`src/rtl/arm_control_unit.sv`:
```
// arm_control_unit: control unit for the single-cycle ARM calculator datapath.
// Decodes the instruction into datapath strobes, holds the NZCV register,
// evaluates condition codes and sequences HOLD -> RUN -> HALT.
// Optional build macro CTRL_RETIRE_CNT_EN adds the RetireCount output.
module arm_control_unit #(
  parameter int HOLD_CYCLES = 1,
  parameter int CNT_WIDTH   = 32
) (
  input  logic        CLK,
  input  logic        RST_N,
  input  logic [31:0] Instr,
  input  logic [3:0]  ALUFlags,
  output logic        PCSrc,
  output logic        MemtoReg,
  output logic        MemWrite,
  output logic [1:0]  ALUControl,
  output logic [1:0]  ALUSrc,
  output logic [1:0]  ImmSrc,
  output logic        RegWrite,
  output logic [1:0]  RegSrc,
  output logic [3:0]  Flags,
  output logic        Halted
`ifdef CTRL_RETIRE_CNT_EN
  ,
  output logic [CNT_WIDTH-1:0] RetireCount
`endif
);

  typedef enum logic [1:0] {
    S_HOLD = 2'd0,
    S_RUN  = 2'd1,
    S_HALT = 2'd2
  } state_t;

  localparam logic [3:0] HOLD_INIT = 4'(HOLD_CYCLES - 1);

  state_t      state, state_nxt;
  logic [3:0]  hold_cnt, hold_cnt_nxt;
  logic [3:0]  flags_q;

  logic [1:0]  op;
  logic [5:0]  funct;
  logic [3:0]  cmd;
  logic        s_bit;
  logic [3:0]  rd;

  logic        regw, memw, branch, undef;
  logic [1:0]  flag_w;
  logic        cond_ex;
  logic        wr_en;
  logic        pcs;

  // Rn and the low operand field are datapath-only; the control unit ignores them.
  logic        unused_instr;
  assign unused_instr = ^{Instr[19:16], Instr[11:0]};

  assign op    = Instr[27:26];
  assign funct = Instr[25:20];
  assign cmd   = funct[4:1];
  assign s_bit = funct[0];
  assign rd    = Instr[15:12];

  // Main and ALU decode; an undefined encoding clears every decoded field.
  always_comb begin
    regw       = 1'b0;
    memw       = 1'b0;
    branch     = 1'b0;
    undef      = 1'b0;
    flag_w     = 2'b00;
    MemtoReg   = 1'b0;
    ALUControl = 2'b00;
    ALUSrc     = 2'b00;
    ImmSrc     = 2'b00;
    RegSrc     = 2'b00;
    case (op)
      2'b00: begin
        regw   = 1'b1;
        ALUSrc = funct[5] ? 2'b01 : 2'b00;
        case (cmd)
          4'b0100: begin ALUControl = 2'b00; flag_w = {s_bit, s_bit}; end
          4'b0010: begin ALUControl = 2'b01; flag_w = {s_bit, s_bit}; end
          4'b0000: begin ALUControl = 2'b10; flag_w = {s_bit, 1'b0}; end
          4'b1100: begin ALUControl = 2'b11; flag_w = {s_bit, 1'b0}; end
          4'b1010: begin
            // CMP only exists as a flag-setting compare.
            ALUControl = 2'b01;
            regw       = 1'b0;
            flag_w     = {s_bit, s_bit};
            undef      = ~s_bit;
          end
          default: undef = 1'b1;
        endcase
      end
      2'b01: begin
        ALUSrc     = 2'b01;
        ImmSrc     = 2'b01;
        ALUControl = funct[3] ? 2'b00 : 2'b01;
        if (funct[0]) begin
          regw     = 1'b1;
          MemtoReg = 1'b1;
        end else begin
          memw   = 1'b1;
          RegSrc = 2'b10;
        end
      end
      2'b10: begin
        branch = 1'b1;
        ALUSrc = 2'b01;
        ImmSrc = 2'b10;
        RegSrc = 2'b01;
      end
      default: undef = 1'b1;
    endcase
    if (undef) begin
      regw       = 1'b0;
      memw       = 1'b0;
      branch     = 1'b0;
      flag_w     = 2'b00;
      MemtoReg   = 1'b0;
      ALUControl = 2'b00;
      ALUSrc     = 2'b00;
      ImmSrc     = 2'b00;
      RegSrc     = 2'b00;
    end
  end

  // Condition check against the registered flags only.
  always_comb begin
    cond_ex = 1'b0;
    case (Instr[31:28])
      4'h0: cond_ex = flags_q[2];
      4'h1: cond_ex = ~flags_q[2];
      4'h2: cond_ex = flags_q[1];
      4'h3: cond_ex = ~flags_q[1];
      4'h4: cond_ex = flags_q[3];
      4'h5: cond_ex = ~flags_q[3];
      4'h6: cond_ex = flags_q[0];
      4'h7: cond_ex = ~flags_q[0];
      4'h8: cond_ex = flags_q[1] & ~flags_q[2];
      4'h9: cond_ex = ~flags_q[1] | flags_q[2];
      4'hA: cond_ex = (flags_q[3] == flags_q[0]);
      4'hB: cond_ex = (flags_q[3] != flags_q[0]);
      4'hC: cond_ex = ~flags_q[2] & (flags_q[3] == flags_q[0]);
      4'hD: cond_ex = flags_q[2] | (flags_q[3] != flags_q[0]);
      4'hE: cond_ex = 1'b1;
      default: cond_ex = 1'b0;
    endcase
  end

  // Strobes only fire in RUN and never while reset is held low.
  assign wr_en    = (state == S_RUN) & RST_N;
  assign pcs      = branch | (regw & (rd == 4'hF));
  assign PCSrc    = pcs  & cond_ex & wr_en;
  assign RegWrite = regw & cond_ex & wr_en;
  assign MemWrite = memw & cond_ex & wr_en;
  assign Halted   = (state == S_HALT) & RST_N;
  assign Flags    = flags_q;

  // NZCV register: NZ and CV halves update independently.
  always_ff @(posedge CLK) begin
    if (!RST_N) begin
      flags_q <= 4'b0000;
    end else begin
      if (flag_w[1] & cond_ex & wr_en) flags_q[3:2] <= ALUFlags[3:2];
      if (flag_w[0] & cond_ex & wr_en) flags_q[1:0] <= ALUFlags[1:0];
    end
  end

  // State and hold-counter registers.
  always_ff @(posedge CLK) begin
    if (!RST_N) begin
      state    <= S_HOLD;
      hold_cnt <= HOLD_INIT;
    end else begin
      state    <= state_nxt;
      hold_cnt <= hold_cnt_nxt;
    end
  end

  // Next state: settle in HOLD, trap executed undefined instructions into HALT.
  always_comb begin
    state_nxt    = state;
    hold_cnt_nxt = hold_cnt;
    case (state)
      S_HOLD: begin
        if (hold_cnt == 4'd0) state_nxt = S_RUN;
        else                  hold_cnt_nxt = hold_cnt - 4'd1;
      end
      S_RUN: begin
        if (undef & cond_ex) state_nxt = S_HALT;
      end
      S_HALT: state_nxt = S_HALT;
      default: state_nxt = S_HOLD;
    endcase
  end

`ifdef CTRL_RETIRE_CNT_EN
  logic [CNT_WIDTH-1:0] retire_q;

  // Count executed, defined instructions; wraps naturally.
  always_ff @(posedge CLK) begin
    if (!RST_N) begin
      retire_q <= '0;
    end else if ((state == S_RUN) & cond_ex & ~undef) begin
      retire_q <= retire_q + {{(CNT_WIDTH-1){1'b0}}, 1'b1};
    end
  end

  assign RetireCount = retire_q;
`else
  localparam int unused_cnt_w = CNT_WIDTH;
`endif

endmodule
```
`config.mk`:
```
export PLATFORM = sky130hd
export DESIGN_NAME = arm_control_unit
export DESIGN_NICKNAME = d
export VERILOG_FILES = /design/src/rtl/arm_control_unit.sv
export SDC_FILE = /design/constraint.sdc
export NUM_CORES = 1
export LEC_CHECK = 0
export ABC_AREA = 1
export BUFFER_PORTS_ARGS = -buffer_cell sky130_fd_sc_hd__clkbuf_2
export CORE_MARGIN = 2
export CORE_UTILIZATION = 45
export CTS_CLUSTER_DIAMETER = 120
export DETAILED_ROUTE_END_ITERATION = 6
export PLACE_DENSITY = 0.8
export SLEW_MARGIN = 20
export SYNTH_ARGS = -nofsm -noshare
export SYNTH_HDL_FRONTEND = slang
export SYNTH_SLANG_ARGS = --single-unit
```
`constraint.sdc`:
```
create_clock -name CLK -period 2 [get_ports CLK]
set_input_delay 0.3 -clock CLK [delete_from_list [all_inputs] [get_ports CLK]]
set_output_delay 0.3 -clock CLK [all_outputs]
set_load 0.05 [all_outputs]
```
=== Word level (Yosys, flattened, before mapping) ===
Cells that the tools add are included.

* Flip-flop bits (word level): 10
* Input bits: 38
* Output and inout bits: 17
* Logic and storage cells: 101

* Add/subtract/negate cells: 1
* Equal/unequal tests: 27
* Mux-type cells: 32
* Bitwise logic cells: 25
* Reductions and logical operators: 12

{| class="wikitable"
|+ Operator list
! kind !! count
|-
| 4-bit == test (second input constant) || 10
|-
| 4-bit by 3-bit == test with 1-bit output (second input constant) || 5
|-
| 2-bit two-way mux || 9
|-
| 1-bit AND || 16
|-
| 2-bit one-hot mux with 2 select lines || 4
|-
| 1-bit one-hot mux with 15 select lines || 1
|-
| 4-bit by 2-bit == test with 1-bit output (second input constant) || 3
|-
| 4-bit logical NOT || 3
|-
| 1-bit two-way mux || 12
|-
| 2-bit one-hot mux with 3 select lines || 2
|-
| 1-bit one-hot mux with 2 select lines || 4
|-
| 1-bit NOT || 6
|-
| 2-bit OR reduction || 3
|-
| 2-bit by 1-bit == test with 1-bit output (second input constant) || 2
|-
| 2-bit == test (second input constant) || 2
|-
| 4-bit by 1-bit == test with 1-bit output (second input constant) || 1
|-
| 2-bit logical NOT || 2
|-
| 2-bit AND reduction || 2
|-
| 4-bit OR reduction || 1
|-
| 4-bit by 1-bit subtractor with 4-bit output (second input constant) || 1
|-
| 1-bit bitwise OR || 3
|-
| 3-bit OR reduction || 1
|-
| 2-bit by 1-bit != test with 1-bit output (second input constant) || 1
|-
| 2-bit != test (second input constant) || 1
|-
| 2 further kinds || 2
|}

=== Longest topological paths before layout ===
* Depth after elaboration: 9
* Mapped depth: 13
* Gate-level depth less buffers: 13

=== Least setup slack after synthesis ===
No wires, ideal clock.

* Kind: register to output
* From: register flags_q[3], in the netlist Flags[3]
* To: output MemWrite
* Arrival: 2,409 ps
* Data required time: 1,700 ps
* Setup slack: -709 ps
* Cell stages (with the launch flop): 11
* Path buffers: 0
* Cell sequence: dfxtp_1 -> inv_1 -> nand2_1 -> nand2_1 -> nand2_1 -> nand2_1 -> nand2_1 -> nand2_1 -> nand3_2 -> nand2_1 -> nor3_1

* Longest elaborated chain between the ends: 5
* Elaborated cells on any way between the ends: 8
* Classes of those cells: eq/ne (2); mux (1); bitwise (5)

{| class="wikitable"
|+ Ends and longest elaborated chain
! what !! line !! RTL
|-
| from (decl) || 39 || <nowiki>logic [3:0] flags_q;</nowiki>
|-
| from (signal assigned) || 164 || <nowiki>if (flag_w[1] & cond_ex & wr_en) flags_q[3:2] <= ALUFlags[3:2];</nowiki>
|-
| 1-bit != test / 1-bit == test (equally long branches) || n/a ||
|-
| 1-bit bitwise OR / 1-bit AND (equally long branches) || 144, 143 ||
|-
| 1-bit one-hot mux with 15 select lines * || 130 || <nowiki>case (Instr[31:28])</nowiki>
|-
| 1-bit AND * (2 in series) || 155 || <nowiki>assign MemWrite = memw & cond_ex & wr_en;</nowiki>
|-
| to (decl) || 15 || <nowiki>output logic MemWrite,</nowiki>
|}

Every way passes the cells marked *; elsewhere a longest branch is shown, timed or not.

=== Worst setup path after layout ===
* From: register flags_q[0], in the netlist Flags[0]
* To: output PCSrc

* Longest elaborated chain between the ends: 5
* Elaborated cells on any way between the ends: 8
* Classes of those cells: eq/ne (2); mux (1); bitwise (5)

{| class="wikitable"
|+ Ends and longest elaborated chain
! what !! line !! RTL
|-
| from (signal assigned) || 165 || <nowiki>if (flag_w[0] & cond_ex & wr_en) flags_q[1:0] <= ALUFlags[1:0];</nowiki>
|-
| 1-bit != test / 1-bit == test (equally long branches) || n/a ||
|-
| 1-bit bitwise OR / 1-bit AND (equally long branches) || 144, 143 ||
|-
| 1-bit one-hot mux with 15 select lines * || 130 ||
|-
| 1-bit AND * (2 in series) || 153 || <nowiki>assign PCSrc = pcs & cond_ex & wr_en;</nowiki>
|-
| to (decl) || 13 || <nowiki>output logic PCSrc,</nowiki>
|}

Marked as above.

==> results.yml <==
critical_path:
  start_kind: "register"
  cp_top_family: "simple AND/OR/NAND/NOR gates"
  r2r_slack_ns: 0.33
  reg2reg_from: "Flags[0]"
  crit_buf_inv: 2
  crit_chain: "inv_2 -> nand2_2 -> nand2_2 -> nand2_2 -> nand3_2 -> nor2_2 -> nand3_2 -> nand2_4 -> o21ba_4 -> buf_8"
  r2r_cells: 13
  crit_required_ns: 1.70
  arrival_ns: 1.65
  crit_start: "Flags[0]"
  crit_cells: 10
  cpMostUsedCell: "nand2_2"
  cp_slowest_stage_delay_ns: 0.36
  cp_slowest_cell: "dfxtp_2"
  end_kind: "output port"
  rr_endpoint: "state[0]"
  crit_fanout: 4
  crit_type: "register to output port"
  endpoint: "PCSrc"
floorplanning:
  core_area_mm2: 0.00219
  dieArea_mm2: 0.00271
  initial_core_util_pct: 47.4
  die_y_um: 52.0
  die_w_um: 52.0
  rows: 17
  io_pins: 55
power:
  p_per_area_mw_per_mm2: 645
  p_leak_uw: 0.000767
  ir_worst_vdd_v: 0.000677
logic_synthesis:
  yosysSeqAreaShare_pct: 19.3
  syn_inst: 168
  ys_seq_elements: 10
  yosys_warnings: 0
  synthAdderAreaFrac_pct: 10.8
  synth_top_family_by_area: "simple AND/OR/NAND/NOR gates"
  syn_nets: 215
  synth.area.mux_share_pct: 0
  synth-xor-area-share_pct: 0
  synth_area_mm2: 0.00104
  yosys.area_share.simple_pct: 43.5
  ys_types: 27
  syn_avg_cell_area_um2: 6.18
  synth_compound_area_share_pct: 11.8
clocking:
  clk_pin_slew_ns: 0.07
  worstSkewPairLatency_ns: 0.26
  cts_root_buf: "clkbuf_4"
  clk_path_buf_depth: 2
  cts_buffers: 3
  tritoncts: "built"
  ctsHtreeMaxLevel: 1
  clock_sink_count: 10
sta:
  period_share_pct: 97.6
  setup_viol: 0
  report.final.slew_viol_count: 0
  finalSetupTns_ns: 0
  rsz0062_at_grt: "yes"
  min_period_ns: 1.95
  worst_hold_slack_ns: 0.295
  skew_ns: 0.00480
  max_freq_mhz: 512
  hold_viol: 0
min_path:
  hold_class: "input pin to register"
detailed_routing:
  vias: 1128
  drc: 0
  routedWlPerCell_um: 9.89
  avgViaCountPerCell: 4.74
  routed_wl_um: 2360
  drt_pass1_iterations: 4
  ant_nets: 0
  drtIter0Drc: 17
grt:
  grt_pass1_wl_um: 3870
  grt.total_usage_pct: 18.2
  grt_pass1_vias: 1013
  antenna_found_initial: 0
  overflow: 0
  grt_max_degree: 12
run_status:
  status: "finished clean"
cells_and_area:
  fin_area_mm2: 0.00140
  diodes: 0
  final_nets: 258
  area_growth_syn_to_layout_pct: 34.5
  drive_gt1_share_pct: 40.5
flow_run:
  maxCapViolations: 0
placed_design:
  place_area_mm2: 0.00128
  gp_congestion: 0.796
  hpwl_um: 1790
  portBuffers: 37
-- synth_stat cells --
cell type  count  area (um2)
nand2_1       40         150
nor2_4         3        33.8
nor3_4         1        16.3
o21ba_1        1        10.0
nor2_1        15        56.3
nand3b_4       1        20.0
inv_1         29         109
o21ai_0        7        35.0
nor3b_1        1        7.51
o31ai_1        1        7.51
buf_4          3        22.5
nand2_2        6        37.5
dfxtp_1       10         200
nand4_1        1        6.26
nor2_2         2        12.5
a21oi_2        1        8.76
conb_1         1        3.75
nand3_2        2        20.0
buf_2          1        5.00
nor4_1         1        6.26
nor3_1         2        10.0
nand3_1       15        75.1
a31oi_1        1        6.26
inv_2          3        11.3
o21ai_1        1        5.00
ha_1           9         113
a21oi_1       10        50.1
-- area by class of cell --
class | count | area, um2
clock buffer | 4 | 36.3
fill | 216 | 795
inverter | 32 | 120
multi-input combinational | 122 | 752
sequential | 10 | 206
tap | 28 | 35.0
timing repair buffer | 42 | 246
-- power breakdown --
part | internal (uW) | switching [uW]
clock network | 110 | 67.8
registers | 240 | 26.0
logic | 168 | 288
total | 519 | 382
-- placed cells by master (no fill, tap or decap) --
master / Yosys / routed
o31ai_1: 1 / 1
dfxtp_2: 0 / 2
clkbuf_4: 0 / 5
a31oi_1: 1 / 1
dfxtp_1: 10 / 7
nor2_1: 15 / 13
clkbuf_8: 0 / 1
ha_1: 9 / 9
nand4_1: 1 / 1
nand2_4: 0 / 1
conb_1: 1 / 1
inv_2: 3 / 6
nand3_1: 15 / 13
dfxtp_4: 0 / 1
o21ba_4: 0 / 1
nand2_1: 40 / 34
a21oi_2: 1 / 1
buf_8: 0 / 1
nand3b_4: 1 / 1
nor3b_1: 1 / 1
buf_4: 3 / 6
nand2_2: 6 / 11
buf_6: 0 / 1
nor2_4: 3 / 3
inv_1: 29 / 26
nor2_2: 2 / 4
nor3_4: 1 / 2
a21oi_1: 10 / 10
clkbuf_2: 0 / 32
o21ai_2: 0 / 1
o21ai_0: 7 / 7
nand3_2: 2 / 4
nor4_1: 1 / 1
nor3_2: 0 / 1
-- kinds of logic (layout without fill, tap and decap cells) --
group           after synthesis  in the layout
buf+inv                      36             78
simple gates                 90             90
other cells                   1              1
fa+ha+maj                     9              9
flops                        10             10
compound gates               22             22
-- how the worst min path moves through the flow --
stage,from,end,slack [ns],depth (start not counted)
global placement,hold_cnt[0],hold_cnt[0],0.45,2
floorplan,hold_cnt[0],hold_cnt[0],0.44,2
finish,ALUFlags[0],Flags[0],0.30,3
detailed placement,hold_cnt[0],hold_cnt[0],0.46,2
CTS,ALUFlags[0],Flags[0],0.29,3
global route,ALUFlags[1],Flags[1],0.30,3
-- repair_timing --
action / in CTS / in global routing
endpoints found under the setup margin: 3 / 5
hold buffers: 0 / 0
gates resized for setup: 4 / 24
gates cloned: 0 / 0
pin swaps: 0 / 8
setup buffers: 0 / 2
-- sequential cells by signal, indices dropped and copies added (netlist names) --
name      cells
state         2
hold_cnt      4
Flags         4
-- worst register-to-register path, delay by kind of cell (launching register included) --
| family | cells | cell delay, ns |
|---|---|---|
| simple gates | 9 | 0.70 |
| flops | 1 | 0.36 |
| buf+inv | 3 | 0.35 |
| compound gates | 1 | 0.15 |
-- stage by stage --
stage / cells / setup WS (ns) / total power [uW] / utilization, %
5_1_grt: 238 / -0.0225 / 993 / 63.7
3_3_place_gp: 232 / 0.0673 / 696 / 58.4
6_report: 238 / 0.0483 / 901 / 63.7
4_1_cts: 236 / 0.0191 / 895 / 60.7
3_5_place_dp: 232 / 0.0476 / 709 / 58.4
2_1_floorplan: 168 / -0.0197 / 611 / -
-- routing by layer --
layer / GRT usage, % / share of wire [%] / vias to the layer above / wire, um
li1: - / - / 607 / -
met2: 31.6 / 56 / 15 / 1320
met5: 0 / 0 / - / 0
met3: 5.46 / 3.5 / 0 / 83
met1: 22.1 / 40 / 506 / 951
met4: 3.51 / 0 / 0 / 0
No activity file was read; power rests on OpenSTA's default activity.
